==> config.mk <==
export PLATFORM = sky130hd
export DESIGN_NAME = k_and_s_control_unit
export DESIGN_NICKNAME = d
export VERILOG_FILES = /design/src/rtl/k_and_s_pkg.sv /design/src/rtl/k_and_s_control_unit.sv
export SDC_FILE = /design/constraint.sdc
export NUM_CORES = 1
export LEC_CHECK = 0
export CORE_MARGIN = 8
export CORE_UTILIZATION = 47
export DETAILED_ROUTE_END_ITERATION = 12
export PLACE_DENSITY_LB_ADDON = 0.08
export SLEW_MARGIN = 5
export SYNTH_ARGS = -nofsm -noshare
export SYNTH_HDL_FRONTEND = slang
export SYNTH_SLANG_ARGS = --single-unit
==> constraint.sdc <==
create_clock -name clk -period 3.9 [get_ports clk]
set_input_delay 0.78 -clock clk [delete_from_list [all_inputs] [get_ports clk]]
set_output_delay 0.78 -clock clk [all_outputs]
set_load 0.03 [all_outputs]
==> src/rtl/k_and_s_pkg.sv <==
// Shared encodings for the K&S processor: decoder instruction types and ALU operations.
package k_and_s_pkg;

  typedef enum logic [4:0] {
    InstrNop    = 5'd0,
    InstrMove   = 5'd1,
    InstrAdd    = 5'd2,
    InstrSub    = 5'd3,
    InstrAnd    = 5'd4,
    InstrOr     = 5'd5,
    InstrLoad   = 5'd6,
    InstrStore  = 5'd7,
    InstrBranch = 5'd8,
    InstrBzero  = 5'd9,
    InstrBnzero = 5'd10,
    InstrBneg   = 5'd11,
    InstrBnneg  = 5'd12,
    InstrBov    = 5'd13,
    InstrBnov   = 5'd14,
    InstrHalt   = 5'd15
  } decoded_instruction_type;

  localparam logic [1:0] OpAdd = 2'b00;
  localparam logic [1:0] OpSub = 2'b01;
  localparam logic [1:0] OpAnd = 2'b10;
  localparam logic [1:0] OpOr  = 2'b11;

endpackage

==> src/rtl/k_and_s_control_unit.sv <==
// Multi-cycle control FSM of the K&S processor: sequences fetch, decode, execute and
// write-back strobes for the datapath and data memory.
module k_and_s_control_unit
  import k_and_s_pkg::*;
(
  input  logic       clk,
  input  logic       rst,
  input  logic [4:0] decoded_instruction,
  input  logic       zero_flag,
  input  logic       neg_flag,
  input  logic       ov_flag,
  output logic       branch,
  output logic       pc_enable,
  output logic       ir_enable,
  output logic       addr_sel,
  output logic       c_sel,
  output logic [1:0] operation,
  output logic       write_reg_enable,
  output logic       flags_reg_enable,
  output logic       ram_write_enable,
  output logic       halt
);

  typedef enum logic [3:0] {
    StFetch,
    StLatchIr,
    StDecode,
    StExec,
    StLoadAddr,
    StLoadWb,
    StStore,
    StBranch,
    StHalt
  } state_e;

  state_e     state_q, state_d;
  logic [4:0] instr_q;
  logic       branch_taken;

  always_ff @(posedge clk) begin
    if (rst) begin
      state_q <= StFetch;
      instr_q <= InstrNop;
    end else begin
      state_q <= state_d;
      if (state_q == StDecode) begin
        instr_q <= decoded_instruction;
      end
    end
  end

  // Conditional branch resolution; only consulted while in DECODE.
  always_comb begin
    branch_taken = 1'b0;
    case (decoded_instruction)
      InstrBzero:  branch_taken = zero_flag;
      InstrBnzero: branch_taken = ~zero_flag;
      InstrBneg:   branch_taken = neg_flag;
      InstrBnneg:  branch_taken = ~neg_flag;
      InstrBov:    branch_taken = ov_flag;
      InstrBnov:   branch_taken = ~ov_flag;
      default:     branch_taken = 1'b0;
    endcase
  end

  always_comb begin
    state_d = state_q;
    unique case (state_q)
      StFetch:   state_d = StLatchIr;
      StLatchIr: state_d = StDecode;
      StDecode: begin
        case (decoded_instruction)
          InstrMove, InstrAdd, InstrSub, InstrAnd, InstrOr: state_d = StExec;
          InstrLoad:   state_d = StLoadAddr;
          InstrStore:  state_d = StStore;
          InstrHalt:   state_d = StHalt;
          InstrBranch: state_d = StBranch;
          InstrBzero, InstrBnzero, InstrBneg, InstrBnneg, InstrBov, InstrBnov:
            state_d = branch_taken ? StBranch : StFetch;
          default:     state_d = StFetch;
        endcase
      end
      StExec:     state_d = StFetch;
      StLoadAddr: state_d = StLoadWb;
      StLoadWb:   state_d = StFetch;
      StStore:    state_d = StFetch;
      StBranch:   state_d = StFetch;
      StHalt:     state_d = StHalt;
      default:    state_d = StFetch;
    endcase
  end

  always_comb begin
    branch           = 1'b0;
    pc_enable        = 1'b0;
    ir_enable        = 1'b0;
    addr_sel         = 1'b0;
    c_sel            = 1'b0;
    operation        = OpAdd;
    write_reg_enable = 1'b0;
    flags_reg_enable = 1'b0;
    ram_write_enable = 1'b0;
    halt             = 1'b0;
    unique case (state_q)
      StFetch:  addr_sel = 1'b0;
      StLatchIr: begin
        ir_enable = 1'b1;
        pc_enable = 1'b1;
      end
      StDecode: ;
      StExec: begin
        write_reg_enable = 1'b1;
        case (instr_q)
          InstrAdd: begin
            operation        = OpAdd;
            flags_reg_enable = 1'b1;
          end
          InstrSub: begin
            operation        = OpSub;
            flags_reg_enable = 1'b1;
          end
          InstrAnd: begin
            operation        = OpAnd;
            flags_reg_enable = 1'b1;
          end
          InstrOr: begin
            operation        = OpOr;
            flags_reg_enable = 1'b1;
          end
          // MOVE: source is routed to both ALU inputs, so OR passes it through.
          InstrMove: operation = OpOr;
          default:   operation = OpAdd;
        endcase
      end
      StLoadAddr: addr_sel = 1'b1;
      StLoadWb: begin
        addr_sel         = 1'b1;
        c_sel            = 1'b1;
        write_reg_enable = 1'b1;
      end
      StStore: begin
        addr_sel         = 1'b1;
        ram_write_enable = 1'b1;
      end
      StBranch: begin
        branch    = 1'b1;
        pc_enable = 1'b1;
      end
      StHalt:  halt = 1'b1;
      default: ;
    endcase
  end

endmodule
# == Word-level counts from Yosys, hierarchy flattened ==
# Cells that the tools add are included.
# op_classes
n_eq_ne,28
mux,16
n_bitwise,3
reduce_logical,8
# ops
op,count
"== test 5 x 4 -> 1 bit, second input constant",8
"== test 5 x 3 -> 1 bit, second input constant",6
one-hot mux 4 bit (6 select lines),1
"== test 5 x 2 -> 1 bit, second input constant",4
one-hot mux 4 bit (5 select lines),1
"== test 4 x 3 -> 1 bit, second input constant",4
"== test 5 x 1 -> 1 bit, second input constant",2
two-way mux 1 bit,10
"== test 4 x 2 -> 1 bit, second input constant",2
one-hot mux 1 bit (6 select lines),1
one-hot mux 2 bit (3 select lines),1
OR reduction 2 bit,3
OR reduction 6 bit,1
OR reduction 5 bit,1
"== test 4 x 1 -> 1 bit, second input constant",1
"== test 4 bit, second input constant",1
zero test 4 bit,1
OR reduction 4 bit,1
two-way mux 3 bit,1
NOT 1 bit,3
OR reduction 3 bit,1
two-way mux 2 bit,1
# totals
reg_bits,9
output_inout_bits,11

# == Logic depth before layout (Yosys ltp) ==
# depth
depth_word,5
depth_mapped,6

# == Least setup slack after synthesis ==
# Ideal clock, no wire load.
# synth_path
path_kind,register to output
startpoint,register state_q[2]
endpoint,output port operation[1]
t_arrival_ps,1913
t_required_ps,3120
setup_slack_ps,1207
path_stages_with_launch,5
path_buffers,1
path_cell_list,dfxtp_1 -> or2_1 -> buf_6 -> or4_1 -> nor3_1
# synth_between
elab_chain_cells,2
# synth_lines
item,line,rtl
start: declaration,k_and_s_control_unit.sv:36,"state_e state_q, state_d;"
start signal: assignment,k_and_s_control_unit.sv:42,state_q <= StFetch;
start signal: assignment,k_and_s_control_unit.sv:45,state_q <= state_d;
== test 4 x 2 -> 1 bit,k_and_s_control_unit.sv:104,unique case (state_q)
two-way mux 2 bit,k_and_s_control_unit.sv:104,
end: declaration,k_and_s_control_unit.sv:17,"output logic [1:0] operation,"
# No other way between the ends.

# == Worst setup path after layout ==
# Same ends and word-level chain as after synthesis.

==> out/qor.yml <==
outcome: "finished clean"
min_period_ns: 3.22
grt_first_pass_wirelength_mm: 2.38
yosysWarnings: 0
end_kind: "output pin"
die_x_um: 53.2
gp_congestion: 0.736
cp-start-kind: "register"
n_antenna_cell: 0
cap_violations: 0
wl_met1_um: 682
ctsHtreeMaxLevel: 1
worst_hold_path_type: "reg -> reg"
tns_ns: 0
insertion_delay_ns: 0.26
final-setup-viol-count: 0
holdWs_ns: 0.485
grtUsageTotal_pct: 11.0
grt-ovfl-total: 0
fin_skew_ns: 0.00450
required_ns: 3.12
syn2layout_area_growth_pct: 32.2
synthCells: 88
start_util_pct: 50.1
wl_met2_um: 637
relSlewSlack_pct: 75.0
fin_nets: 116
synthesis.nets: 98
cts_root_buf: "clkbuf_4"
hpwl_mm: 1.12
clock_path_buffers: 2
port_buffers: 20
max-vdd-ir-drop_v: 0.000153
drc: 0
first_pass_iters: 4
wl_per_cell_um: 11.9
cts_tree: "yes"
clock_sinks: 9
cts_resized: 0
vias: 638
dp.cells: 116
ant_nets: 0
wl_met3_um: 93
clk_pin_slew_ns: 0.06
drt_iter0_drc: 12
antenna_found_initial: 0
async_flop_share_pct: 0
num_rows: 13
top_layer_used: "met4"
vias_per_cell: 5.32
period_share_pct: 82.6
grt_pass1_vias: 565
die_y_um: 53.2
synth_common_cells: "15 x nor2_1, 10 x nand2_1, 9 x dfxtp_1"
yosysTopAreaCell: "dfxtp_1"
coreArea_sq_mm: 0.00130
yosysTopAreaCellShare_pct: 27.6
synth-edff-count: 0
synth_cell_type_count: 34
synth_ff_type: "dfxtp_1"
ys_seq_elements: 9
powerDensity_mw_per_mm2: 274
grt_max_degree: 13
arrival_ns: 2.44
fmax_mhz: 310
crit_path_max_fanout: 5
cts_buffers: 3
hold_buffers: 0
syn-cell-area_sq_um: 652
worst_pin_slew_ns: 0.372
drt-total-wl_mm: 1.42
rsz0062_at_grt: "no"
hold_viol: 0
worst-setup-path-type: "reg -> out"
dieArea_sq_mm: 0.00283
cts_setup_buffers: 0
io_pins: 21
layout-drive-gt1-share_pct: 6.67
synthTopCellsByArea: "dfxtp_1 28%, nor2_1 8.6%, mux2i_1 7.7%, nand2_1 5.8%, a21oi_1 4.6%"
p_leak_nw: 0.284
synthMostInstantiatedCell: "nor2_1"
avgSynthCellArea_sq_um: 7.41
slew_viol_final: 0
ys_seq_area_share_pct: 27.6
fin_cells: 120
-- sequential cells by signal, summed over array words and instances (netlist names) --
signal	cells
instr_q	5
state_q	4
-- final timing paths --
path / start / end / slack (ns) / cells after the start
max: state_q[2]$_SDFF_PP0_ / operation[1] / 0.68 / 4
min: instr_q[4]$_SDFFE_PP0P_ / instr_q[4]$_SDFFE_PP0P_ / 0.48 / 2
max reg2reg: state_q[2]$_SDFF_PP0_ / state_q[0]$_SDFF_PP0_ / 1.95 / 5
min reg2reg: instr_q[4]$_SDFFE_PP0P_ / instr_q[4]$_SDFFE_PP0P_ / 0.48 / 2
-- metrics by stage --
stage,util (%),area (sq um),setup slack [ns],power (mW)
final,66.3,862,0.678,0.236
after global routing,66.3,862,0.595,0.253
after CTS,66.3,862,0.664,0.240
after detailed placement,64.2,836,0.948,0.168
after global placement,64.2,836,1.01,0.167
after floorplan,-,652,1.21,0.146
-- power breakdown --
| part | internal (mW) | total [mW] | switching [mW] |
|---|---|---|---|
| combinational | 0.0303 | 0.0633 | 0.0330 |
| clock | 0.0393 | 0.0704 | 0.0311 |
| sequential | 0.0964 | 0.102 | 0.00610 |
-- layer usage --
layer	GRT usage (%)	vias up
li1	-	347
met1	13.4	274
met2	17.2	15
met3	3.36	2
met4	5.04	0
met5	0	-
-- placed cells by master, fill, tap and decap left out, types with 3 or more instances in the layout --
cell	n
a21oi_1	6
dfxtp_1	9
nor2_1	15
clkbuf_4	3
nand2b_1	3
nand2_1	10
nor2b_1	3
o22ai_1	3
mux2i_1	5
clkdlybuf4s50_1	20
-- logic make-up (layout without fill, tap and decap cells) --
| group | Yosys count | after routing | share of synthesized area [%] |
|---|---|---|---|
| AOI/OAI and AO/OA | 17 | 17 | 15.9 |
| xor gates and xnor gates | 2 | 2 | 2.69 |
| adders and majority gates | 1 | 1 | 1.54 |
| buffers and inverters | 9 | 26 | 6.52 |
| DFF | 9 | 9 | 27.6 |
| muxes | 5 | 5 | 7.68 |
| and+or+nand+nor | 45 | 45 | 38.0 |
-- final cells by class --
type	count	area (sq um)
clock buffer	4	26.3
fill	132	439
inverter	2	7.51
multi-input combinational	70	429
sequential	9	180
tap	15	18.8
timing repair buffer	20	200
-- critical path, cell delays in order (launching register included) --
cell and delay [ns]:
dfxtp_1 0.34, or2_1 0.35, or4_1 0.57, nor3_1 0.22
clkdlybuf4s50_1 0.70
Note: power is estimated with default switching activity, not from simulation.
